===== config.mk =====
export PLATFORM = sky130hd
export DESIGN_NAME = pipe_hazard_ctrl
export DESIGN_NICKNAME = d
export VERILOG_FILES = /design/src/rtl/pipe_hazard_ctrl.sv
export SDC_FILE = /design/constraint.sdc
export NUM_CORES = 1
export LEC_CHECK = 0
export BUFFER_PORTS_ARGS = -buffer_cell sky130_fd_sc_hd__clkbuf_2
export CAP_MARGIN = 20
export CORE_MARGIN = 1.5
export CORE_UTILIZATION = 51
export CTS_CLUSTER_SIZE = 20
export DETAILED_ROUTE_END_ITERATION = 6
export GPL_TIMING_DRIVEN = 0
export PLACE_DENSITY_LB_ADDON = 0.12
export SLEW_MARGIN = 0
export SYNTH_ARGS = -nofsm -noshare
export SYNTH_HDL_FRONTEND = slang
export SYNTH_SLANG_ARGS = --single-unit

===== constraint.sdc =====
create_clock -name clk -period 3.1 [get_ports clk]
set_clock_uncertainty 0.05 [all_clocks]
set_input_delay 0.31 -clock clk [delete_from_list [all_inputs] [get_ports clk]]
set_output_delay 0.31 -clock clk [all_outputs]
set_load 0.02 [all_outputs]

===== src/rtl/pipe_hazard_ctrl.sv =====
`default_nettype none
// ============================================================================
// Module   : pipe_hazard_ctrl
// Purpose  : Pipeline sequencer for a 5-stage IF/ID/EX/MEM/WB integer core
//            without forwarding. It keeps one valid bit per stage, detects
//            read-after-write hazards on the ID operands, stalls IF/ID while
//            a hazard is open, squashes wrong-path work on a taken jump, and
//            drains then freezes the pipeline while a halt is requested.
//
// Ports    : clk, reset               clock (rising edge), sync active-high reset
//            id_rs1_addr/id_rs1_used  first source operand of the ID instruction
//            id_rs2_addr/id_rs2_used  second source operand of the ID instruction
//            ex_rd_addr/ex_rf_wen     destination of the instruction in EX
//            mem_rd_addr/mem_rf_wen   destination of the instruction in MEM
//            wb_rd_addr/wb_rf_wen     destination of the instruction in WB
//            jump_flag                EX instruction takes a jump
//            halt_req                 level request to drain and hold
//            pc_en                    PC may advance (sequential or jump target)
//            if_id_en                 IF/ID register captures
//            id/ex/mem/wb_valid       stage holds a live instruction
//            halted                   pipeline empty and frozen
//            stall_cnt, flush_cnt     saturating event counters (CNT_W bits)
//
// Revision : 1.0  initial release
// ============================================================================
module pipe_hazard_ctrl #(
    parameter int unsigned RF_BYPASS = 0,   // 1: register file forwards same-cycle writes
    parameter int unsigned CNT_W     = 16   // width of the saturating counters
) (
    input  logic             clk,
    input  logic             reset,
    input  logic [4:0]       id_rs1_addr,
    input  logic             id_rs1_used,
    input  logic [4:0]       id_rs2_addr,
    input  logic             id_rs2_used,
    input  logic [4:0]       ex_rd_addr,
    input  logic             ex_rf_wen,
    input  logic [4:0]       mem_rd_addr,
    input  logic             mem_rf_wen,
    input  logic [4:0]       wb_rd_addr,
    input  logic             wb_rf_wen,
    input  logic             jump_flag,
    input  logic             halt_req,
    output logic             pc_en,
    output logic             if_id_en,
    output logic             id_valid,
    output logic             ex_valid,
    output logic             mem_valid,
    output logic             wb_valid,
    output logic             halted,
    output logic [CNT_W-1:0] stall_cnt,
    output logic [CNT_W-1:0] flush_cnt
);

    // ------------------------------------------------------------------------
    // Constants
    // ------------------------------------------------------------------------
    localparam logic [1:0] c_ST_RUN    = 2'd0;
    localparam logic [1:0] c_ST_DRAIN  = 2'd1;
    localparam logic [1:0] c_ST_HALTED = 2'd2;

    localparam logic [CNT_W-1:0] c_CNT_MAX = {CNT_W{1'b1}};
    localparam logic [CNT_W-1:0] c_CNT_ONE = {{(CNT_W-1){1'b0}}, 1'b1};

    // ------------------------------------------------------------------------
    // Declarations
    // ------------------------------------------------------------------------
    logic [1:0]       r_state;
    logic [1:0]       w_state_nxt;

    logic             r_id_valid;
    logic             r_ex_valid;
    logic             r_mem_valid;
    logic             r_wb_valid;

    logic             w_id_valid_nxt;
    logic             w_ex_valid_nxt;
    logic             w_mem_valid_nxt;
    logic             w_wb_valid_nxt;
    logic             w_pipe_empty_nxt;

    logic [CNT_W-1:0] r_stall_cnt;
    logic [CNT_W-1:0] r_flush_cnt;

    logic             w_ex_wr;
    logic             w_mem_wr;
    logic             w_ex_hit_rs1;
    logic             w_ex_hit_rs2;
    logic             w_mem_hit_rs1;
    logic             w_mem_hit_rs2;
    logic             w_wb_hit_rs1;
    logic             w_wb_hit_rs2;
    logic             w_haz_rs1;
    logic             w_haz_rs2;

    logic             w_stall;
    logic             w_flush;
    logic             w_fetch;

    // ------------------------------------------------------------------------
    // RAW hazard detection
    // A downstream stage blocks an operand only when it holds a live
    // instruction that writes the register the operand reads.
    // ------------------------------------------------------------------------
    assign w_ex_wr       = r_ex_valid  & ex_rf_wen;
    assign w_mem_wr      = r_mem_valid & mem_rf_wen;

    assign w_ex_hit_rs1  = w_ex_wr  & (ex_rd_addr  == id_rs1_addr);
    assign w_ex_hit_rs2  = w_ex_wr  & (ex_rd_addr  == id_rs2_addr);
    assign w_mem_hit_rs1 = w_mem_wr & (mem_rd_addr == id_rs1_addr);
    assign w_mem_hit_rs2 = w_mem_wr & (mem_rd_addr == id_rs2_addr);

    // With a write-through register file the WB result is visible to the
    // same-cycle ID read, so WB never needs to hold ID back.
    generate
        if (RF_BYPASS != 0) begin : g_wb_bypass
            assign w_wb_hit_rs1 = 1'b0;
            assign w_wb_hit_rs2 = 1'b0;
        end else begin : g_wb_check
            logic w_wb_wr;
            assign w_wb_wr      = r_wb_valid & wb_rf_wen;
            assign w_wb_hit_rs1 = w_wb_wr & (wb_rd_addr == id_rs1_addr);
            assign w_wb_hit_rs2 = w_wb_wr & (wb_rd_addr == id_rs2_addr);
        end
    endgenerate

    // x0 is hard-wired to zero, so writes to it never create a dependency.
    assign w_haz_rs1 = (|id_rs1_addr) & (w_ex_hit_rs1 | w_mem_hit_rs1 | w_wb_hit_rs1);
    assign w_haz_rs2 = (|id_rs2_addr) & (w_ex_hit_rs2 | w_mem_hit_rs2 | w_wb_hit_rs2);

    assign w_stall = r_id_valid & ((id_rs1_used & w_haz_rs1) | (id_rs2_used & w_haz_rs2));

    // A taken jump squashes IF and ID; it takes precedence over any stall
    // because the stalled ID instruction is on the wrong path anyway.
    assign w_flush = r_ex_valid & jump_flag;

    // New instructions enter only while running with no halt pending. A halt
    // request stops fetch in the same cycle it is raised, and dropping it
    // while draining resumes fetch in the same cycle as well.
    assign w_fetch = (r_state != c_ST_HALTED) & ~halt_req;

    // ------------------------------------------------------------------------
    // Stage valid pipeline
    // ------------------------------------------------------------------------
    always_comb begin
        w_id_valid_nxt = r_id_valid;
        w_ex_valid_nxt = r_id_valid;
        if (w_flush) begin
            w_id_valid_nxt = 1'b0;
            w_ex_valid_nxt = 1'b0;
        end else if (w_stall) begin
            // ID holds its instruction, a bubble goes down to EX
            w_id_valid_nxt = r_id_valid;
            w_ex_valid_nxt = 1'b0;
        end else begin
            w_id_valid_nxt = w_fetch;
            w_ex_valid_nxt = r_id_valid;
        end
    end

    assign w_mem_valid_nxt  = r_ex_valid;
    assign w_wb_valid_nxt   = r_mem_valid;
    assign w_pipe_empty_nxt = ~(w_id_valid_nxt | w_ex_valid_nxt |
                                w_mem_valid_nxt | w_wb_valid_nxt);

    always_ff @(posedge clk) begin
        if (reset) begin
            r_id_valid  <= 1'b0;
            r_ex_valid  <= 1'b0;
            r_mem_valid <= 1'b0;
            r_wb_valid  <= 1'b0;
        end else begin
            r_id_valid  <= w_id_valid_nxt;
            r_ex_valid  <= w_ex_valid_nxt;
            r_mem_valid <= w_mem_valid_nxt;
            r_wb_valid  <= w_wb_valid_nxt;
        end
    end

    // ------------------------------------------------------------------------
    // Run / drain / halt state machine
    // ------------------------------------------------------------------------
    always_ff @(posedge clk) begin
        if (reset) begin
            r_state <= c_ST_RUN;
        end else begin
            r_state <= w_state_nxt;
        end
    end

    // Entry to HALTED looks at the valids being loaded this cycle, so the
    // halted flag rises on the first cycle the pipeline is actually empty.
    always_comb begin
        w_state_nxt = r_state;
        case (r_state)
            c_ST_RUN: begin
                if (halt_req) begin
                    w_state_nxt = c_ST_DRAIN;
                end
            end
            c_ST_DRAIN: begin
                if (!halt_req) begin
                    w_state_nxt = c_ST_RUN;
                end else if (w_pipe_empty_nxt) begin
                    w_state_nxt = c_ST_HALTED;
                end
            end
            c_ST_HALTED: begin
                if (!halt_req) begin
                    w_state_nxt = c_ST_RUN;
                end
            end
            default: begin
                w_state_nxt = c_ST_RUN;
            end
        endcase
    end

    // Outputs. A flush always reloads the PC with the jump target, even while
    // draining, so a later resume continues on the correct path.
    always_comb begin
        pc_en    = 1'b0;
        if_id_en = 1'b0;
        halted   = (r_state == c_ST_HALTED);
        if (!reset) begin
            if (w_flush) begin
                pc_en    = 1'b1;
                if_id_en = 1'b1;
            end else if (!w_stall && w_fetch) begin
                pc_en    = 1'b1;
                if_id_en = 1'b1;
            end
        end
    end

    // ------------------------------------------------------------------------
    // Saturating event counters
    // ------------------------------------------------------------------------
    always_ff @(posedge clk) begin
        if (reset) begin
            r_stall_cnt <= '0;
            r_flush_cnt <= '0;
        end else begin
            if (w_flush) begin
                if (r_flush_cnt != c_CNT_MAX) begin
                    r_flush_cnt <= r_flush_cnt + c_CNT_ONE;
                end
            end else if (w_stall) begin
                if (r_stall_cnt != c_CNT_MAX) begin
                    r_stall_cnt <= r_stall_cnt + c_CNT_ONE;
                end
            end
        end
    end

    assign id_valid  = r_id_valid;
    assign ex_valid  = r_ex_valid;
    assign mem_valid = r_mem_valid;
    assign wb_valid  = r_wb_valid;
    assign stall_cnt = r_stall_cnt;
    assign flush_cnt = r_flush_cnt;

endmodule
`default_nettype wire


==> results of run 1 <==
==> layout make-up <==
class / instances / area (sq um) / area share [%]
Buffer: 6 / 26.3 / 0.924
Clock buffer: 6 / 82.6 / 2.90
Clock inverter: 2 / 12.5 / 0.440
Inverter: 2 / 7.51 / 0.264
Multi-Input combinational cell: 223 / 1530 / 53.7
Sequential cell: 38 / 761 / 26.8
Tap cell: 52 / 65.1 / 2.29
Timing Repair Buffer: 72 / 360 / 12.7
==> registers in the layout, summed over array words and instances, names as in the netlist <==
name and flops:
mem_valid 1, wb_valid 1, flush_cnt 16, ex_valid 1, r_state 2, stall_cnt 16
id_valid 1
==> layer usage <==
layer / wire [microns] / part of all wire (%)
met5: 0 / 0
met4: 61 / 1.1
met3: 275 / 4.9
met2: 2720 / 48
met1: 2590 / 46
==> synth_stat cells, types with 6 or more instances <==
cell	instances
a21oi_1	14
xor2_1	9
nand4_1	12
nand2_1	15
and3_1	9
nor3_1	6
dfxtp_1	38
xnor2_1	35
nand3_1	15
nor2b_1	14
nor2_1	36
mux2_1	8
==> power by group through the flow <==
stage | Combinational, mW | Clock, mW | Sequential (mW)
2_1_floorplan | 0.0648 | 0 | 0.509
3_3_place_gp | 0.118 | 0 | 0.507
4_1_cts | 0.120 | 0.372 | 0.495
6_report | 0.120 | 0.366 | 0.495
5_1_grt | 0.132 | 0.392 | 0.496
3_5_place_dp | 0.120 | 0 | 0.507
==> stage by stage <==
step / power (mW) / hold slack (ns) / util [%] / cells
after floorplan: 0.574 / 0.350 / - / 269
final: 0.981 / 0.203 / 65.3 / 401
after detailed placement: 0.626 / 0.365 / 63.1 / 393
after CTS: 0.987 / 0.206 / 65.3 / 401
after global routing: 1.02 / 0.212 / 65.3 / 401
after global placement: 0.625 / 0.356 / 63.1 / 393
==> final timing paths <==
kind | start | to | slack, ns | cells after the start
worst max-delay path | id_rs2_addr[0] | pc_en | 0.51 | 8
worst min register to register | r_state[1] | r_state[0] | 0.37 | 1
worst max register to register | id_valid | stall_cnt[11] | 0.66 | 6
worst min-delay path | jump_flag | id_valid | 0.20 | 2
==> kinds of logic after synthesis <==
family	synth area share, %
mux	6.73
buf+inv	1.45
fa+ha+maj	1.08
flops	32.8
simple gates	27.9
compound gates	13.5
xor+xnor	16.6
==> worst max-delay path: cells and delay by family <==
family / cells / cell delay (ns)
buf+inv: 3 / 0.46
compound gates: 3 / 0.80
simple gates: 2 / 0.65
==> summary.md, run 1 <==
| Metric | Value |
|---|---|
| Worst-path maximum fanout | 4 |
| Row count | 24 |
| Synth Net Count | 305 |
| CTS tree | done |
| Drt drc | 0 |
| Switching power | 0.256 mW |
| Prevailing post-synth register cell | dfxtp_1 |
| Slew headroom | 52.5% |
| Nets | 384 |
| N_diodes | 0 |
| Syn Area/Cell | between 8 and 9 sq um |
| First-pass GRT wire length | 9.34 mm |
| Max frequency | just under 400 MHz |
| Port Buffer Count | 72 |
| Setup Crit Path Kind | in -> out |
| Unrepaired setup endpoints after global routing | false |
| Clock power share | 37.3% |
| Commonest non-fill, non-tap cell in the layout | clkbuf_2 |
| Largest buffer count on any clock path | 2 |
| Crit start category | input port |
| Worst EP required | 2.74 ns |
| Vias in the first global route | roughly 2.1k |
| Synth Register Bits | 38 |
| DP Area | 2750 sq um |
| Cell count after synthesis | roughly 270 |
| Total track usage | 23.2% |
| Tcrit/Tclk final | a little over four fifths |
| Max-Cap Viols | 0 |
| Number of synthesized flops with an enable pin | 0 |
| Post-Syn Area | between 2000 and 2500 sq um |
| Commonest cells after routing, fill and taps aside | 72 x clkbuf_2, 38 x dfxtp_1, 36 x nor2_1, 35 x xnor2_1 |
| # clock sinks | 38 |
| Die X | 70.5 microns |
| Most used cell along the critical path | clkbuf_2 |
| Slew @ Worst Pin | between 0.7 and 0.8 ns |
| Crit-path slowest cell | or4_1 |
| Setup bufs post-CTS | 0 |
| Global route overflow | 0 |
| Area leader, netlist | dfxtp_1 |
| Total die area | 4970 sq um |
| Status | completed |
| Synth top area share | 32.8% |
| Largest net degree at the start of global routing | 13 |
| Busiest grt layer | met2 |
| Top post-synthesis cells by area | dfxtp_1 33%, xnor2_1 13%, nor2_1 5.8% |
| Final setup TNS | 0 ns |
| WL/cell | between 10 and 15 microns |
| Core area | 4350 sq um |
| Met3 Resource Use GR | 4.76% |
| Initial Utilization | around 53% |
| Hold Vio Cnt, Final | 0 |
| Largest stage delay, worst path | between 0.5 and 0.6 ns |
| Dpl ws | 0.516 ns |
| Int Pwr | between 0.7 and 0.8 mW |
| Gpl congestion | 0.891 |
| Initial drt markers | 115 |
| Worst setup margin | 0.512 ns |
| H-tree depth | 2 |
| Vias/cell | 5.53 |
| Seq pwr share | 50.5% |
| Vias post-DR | 2219 |
| # IOs | 73 |
| Gate power share | 12.2% |
| DIE HEIGHT | 70.5 microns |
| Clock-pin slew on the worst setup and hold paths | 0.08 ns |
| Area delta synth->final | 22.4% |
| Min-Delay Path Class | in -> reg |
| Crit path DAT | 2.23 ns |
| Design Area, Final | 2840 sq um |
| Crit-path cells | clkbuf_2, or4_1, o21a_1, o21ai_0, nand2_1, a221oi_1, buf_4, clkbuf_2 |
| Worst vdd rail ir drop | 238 uV |
| CTS Hold Bufs | 0 |
| Async SR Flop Fraction | 0% |
| CTS buffer count | 5 |
| M2 GR Usage | between 40% and 50% |
| DPL Wire Length | 4.30 mm |
| Post-CTS sizing | 0 |
| Clock latency on the worst-skew pair | 0.29 ns |
| Number of fill cells | 395 |
| P per Cell Area | 345 nW/um^2 |
| DRT antenna net count | 0 |
| Final WL | 5.65 mm |
| Share of cells above drive strength 1 | between 20% and 30% |
| Drt first pass iters | 4 |
| Distinct cells, synth | 47 |
| Synth Warn # | 0 |
| Setup Viol. Count Final | 0 |
| Crit. End Element | output pin |
| Max-slew violations | 0 |
| Initial antenna violation count | 0 |
| CTS root buffer | clkbuf_8 |
| Seq/Total Area, Yosys | 32.8% |
| Met1 Usage GRT | 29.1% |
| Sw Share | 26.1% |
| Clock period minus worst slack | 2.59 ns |
| Leakage power | 1.14 nW |
No activity file was read; power rests on OpenSTA's default activity.
==> run 2, diff against run 1 <==
--- a/config.mk
+++ b/config.mk
@@ -5,6 +5,7 @@
 export SDC_FILE = /design/constraint.sdc
 export NUM_CORES = 1
 export LEC_CHECK = 0
+export ABC_AREA = 1
 export BUFFER_PORTS_ARGS = -buffer_cell sky130_fd_sc_hd__clkbuf_2
 export CAP_MARGIN = 20
 export CORE_MARGIN = 1.5
==> constraint.sdc (replaced) <==
create_clock -name clk -period 2.6 [get_ports clk]
set_clock_uncertainty 0.05 [all_clocks]
set_input_delay 0.26 -clock clk [delete_from_list [all_inputs] [get_ports clk]]
set_output_delay 0.26 -clock clk [all_outputs]
set_load 0.02 [all_outputs]
==> run 2 against run 1 <==
Net effect: global-route usage grew 1.7 points; critical path type is now reg -> out; final cell count grew 45%; count of clock-buffer cells in the layout shrank 1; critical endpoint unchanged; clock power grew 5.7%.
==> summary.md, run 2 <==
| Metric | Value |
|---|---|
| M1 WL | 3.01 mm |
| CTS root buffer | clkbuf_8 |
| DPL Wire Length | 5.23 mm |
| Worst hold slack | approximately 0.17 ns |
| # IOs | between 70 and 80 |
| Total power draw | 1.13 mW |
| Commonest cells after routing, fill and taps aside | 140 x nand2_1, 72 x clkbuf_2, 61 x inv_1, 53 x nor2_1, 38 x dfxtp_1 |
| Placed Instances | 573 |
| Drt drc | 0 |
| Share of cells above drive strength 1 | 22.2% |
| Distinct cells, synth | 30 |
| Worst vdd rail ir drop | ~320 uV |
| Vias post-DR | ~2.9k |
| Total die area | 5530 sq um |
| Post-Syn Area | between 2000 and 3000 sq um |
| Int Pwr | 0.822 mW |
| Seq/Total Area, Yosys | approximately 29% |
| Vias/cell | 4.97 |
| Post-CTS sizing | 0 |
| Initial drt markers | 115 |
| Leakage power | roughly 1.5 nW |
| Die X | 74.4 microns |
| Most used cell along the critical path | nand2_1 |
| Clock period minus worst slack | between 2 and 2.5 ns |
| Crit start category | flip-flop |
| Core area | 4820 sq um |
| Fin cells | 580 |
| Synth Warn # | 0 |
| CTS Hold Bufs | 0 |
| Synth top area share | approximately 29% |
| Number of synthesized flops with an enable pin | 0 |
| Crit path DAT | between 1.5 and 2 ns |
| Switching power | 0.312 mW |
| Initial Utilization | 53.9% |
| Largest net degree at the start of global routing | 12 |
| Worst EP required | roughly 2.3 ns |
| Commonest non-fill, non-tap cell in the layout | nand2_1 |
| Min-Delay Path Class | in -> reg |
| Largest buffer count on any clock path | 2 |
| Gpl congestion | between 0.9 and 1 |
| Hold Vio Cnt, Final | 0 |
| Clock power share | 34.2% |
| # clock sinks | 38 |
| Syn Area/Cell | 5.99 sq um |
| WL/cell | 11.3 microns |
| Prevailing post-synth register cell | dfxtp_1 |
| CTS buffer count | 5 |
| N_diodes | 0 |
| Area leader, netlist | dfxtp_1 |
| Vias in the first global route | 2573 |
| Setup Crit Path Kind | reg -> out |
| Initial antenna violation count | 0 |
| Design Area, Final | 3120 sq um |
| Crit-path cells | nand2_1, inv_1, nand2_1, nor2_1, nand3_1, nand3_2, nand2_4, nand2_8, nand2_1, nand3_1, a21oi_1, buf_4, clkbuf_2 |
| Post-synth top cells | 140 x nand2_1, 61 x inv_1, 53 x nor2_1, 38 x dfxtp_1, 25 x a21oi_1 |
| DP Area | 3040 sq um |
| Largest stage delay, worst path | between 0.3 and 0.4 ns |
| Port Buffer Count | 72 |
| Worst setup margin | 0.296 ns |
| Gate power share | ~14% |
| Sw Share | 27.5% |
| Slew headroom | 65.1% |
| Unrepaired setup endpoints after global routing | false |
| Crit. End Element | output pin |
| Routed met3 length | approximately 340 microns |
| Total track usage | between 20% and 30% |
| Clock latency on the worst-skew pair | 0.29 ns |
| Max frequency | 434 MHz |
| Slew @ Worst Pin | 0.524 ns |
| Status | completed |
| Tcrit/Tclk final | around 90% |
| Setup bufs post-CTS | 0 |
| Number of fill cells | 497 |
| Top routing layer in use | met4 |
| Synth Register Bits | 38 |
| Max-slew violations | 0 |
| DRT antenna net count | 0 |
| Clock-pin slew on the worst setup and hold paths | 0.08 ns |
| DIE HEIGHT | between 70 and 80 microns |
| Area delta synth->final | 20.1% |
| Dpl ws | 0.649 ns |
| Cell count after synthesis | 434 |
| Synth Net Count | 470 |
| Crit-path slowest cell | dfxtp_1 |
| Count leader, synth | nand2_1 |
| Seq pwr share | a little over half |
| Final Util | 64.8% |
| Final setup TNS | 0 ns |
| Met2 Routed Length | 3.16 mm |
| Worst-path maximum fanout | 5 |
| Global route overflow | 0 |
| Final WL | between 6 and 7 mm |
| H-tree depth | 2 |
| Row count | 25 |
| Top post-synthesis cells by area | dfxtp_1 29%, nand2_1 20%, inv_1 8.8% |
| First-pass GRT wire length | around 11 mm |
| Drt first pass iters | 5 |
| Nets | 549 |
| P per Cell Area | 363 nW/um^2 |
| CTS tree | done |
| Setup Viol. Count Final | 0 |
| Async SR Flop Fraction | 0% |
| Max-Cap Viols | 0 |
-- run 2: cell count changes in the layout (fill, tap and decap cells not counted), sizes merged, moves of 4 or more --
cell,before,now
nand2,15,148
inv,2,73
xnor2,35,3
nor2,36,60
o21ai,2,23
nor2b,14,0
mux2,13,0
a21oi,14,25
and3,9,0
and4,4,0
nand3,15,19
o211ai,4,0
-- run 2: worst max-delay path, delay by kind of cell (launching register included) --
| kind | cells | cell delay (ns) |
|---|---|---|
| AND/OR/NAND/NOR | 9 | 0.86 |
| flip-flops | 1 | 0.39 |
| buffers and inverters | 3 | 0.37 |
| AO/OA/AOI/OAI | 1 | 0.07 |
-- run 2: path summary, 6_finish.rpt --
path,from,endpoint,slack [ns],cells past startpoint
worst max-delay path,ex_valid,pc_en,0.30,13
worst min-delay path,halt_req,r_state[0],0.17,3
worst max register to register,stall_cnt[0],stall_cnt[14],0.71,8
worst min register to register,mem_valid,wb_valid,0.41,2
-- run 2: kinds of logic after synthesis --
kind of cell | synth area share [%]
XOR/XNOR | 4.04
buffers and inverters | 11.7
AND/OR/NAND/NOR | 44.0
adder cells (fa/ha/maj) | 0.963
AO/OA/AOI/OAI | 10.0
flip-flops | 29.3
-- run 2: final cells by class --
class,count,area [sq um],area share [%]
plain buffers,4,18.8,0.601
clock inverters,2,10.0,0.321
inverters,74,285,9.14
multi-input cells,318,1530,49.1
well taps,67,83.8,2.69
repair buffers,72,360,11.5
flip-flops and latches,38,761,24.4
clock buffers,5,68.8,2.20
-- run 2: layer usage --
layer  vias to the layer above  track usage [%]
li1                       1503                -
met3                         4             4.20
met4                         0             7.07
met2                        87             43.9
met5                         -                0
met1                      1286             31.0
-- run 2: power groups by stage --
stage	Combinational (mW)	Sequential [mW]	Clock [mW]
6_report	0.156	0.590	0.387
5_1_grt	0.177	0.591	0.414
4_1_cts	0.156	0.590	0.396
3_5_place_dp	0.155	0.604	0
3_3_place_gp	0.154	0.604	0
2_1_floorplan	0.0878	0.607	0
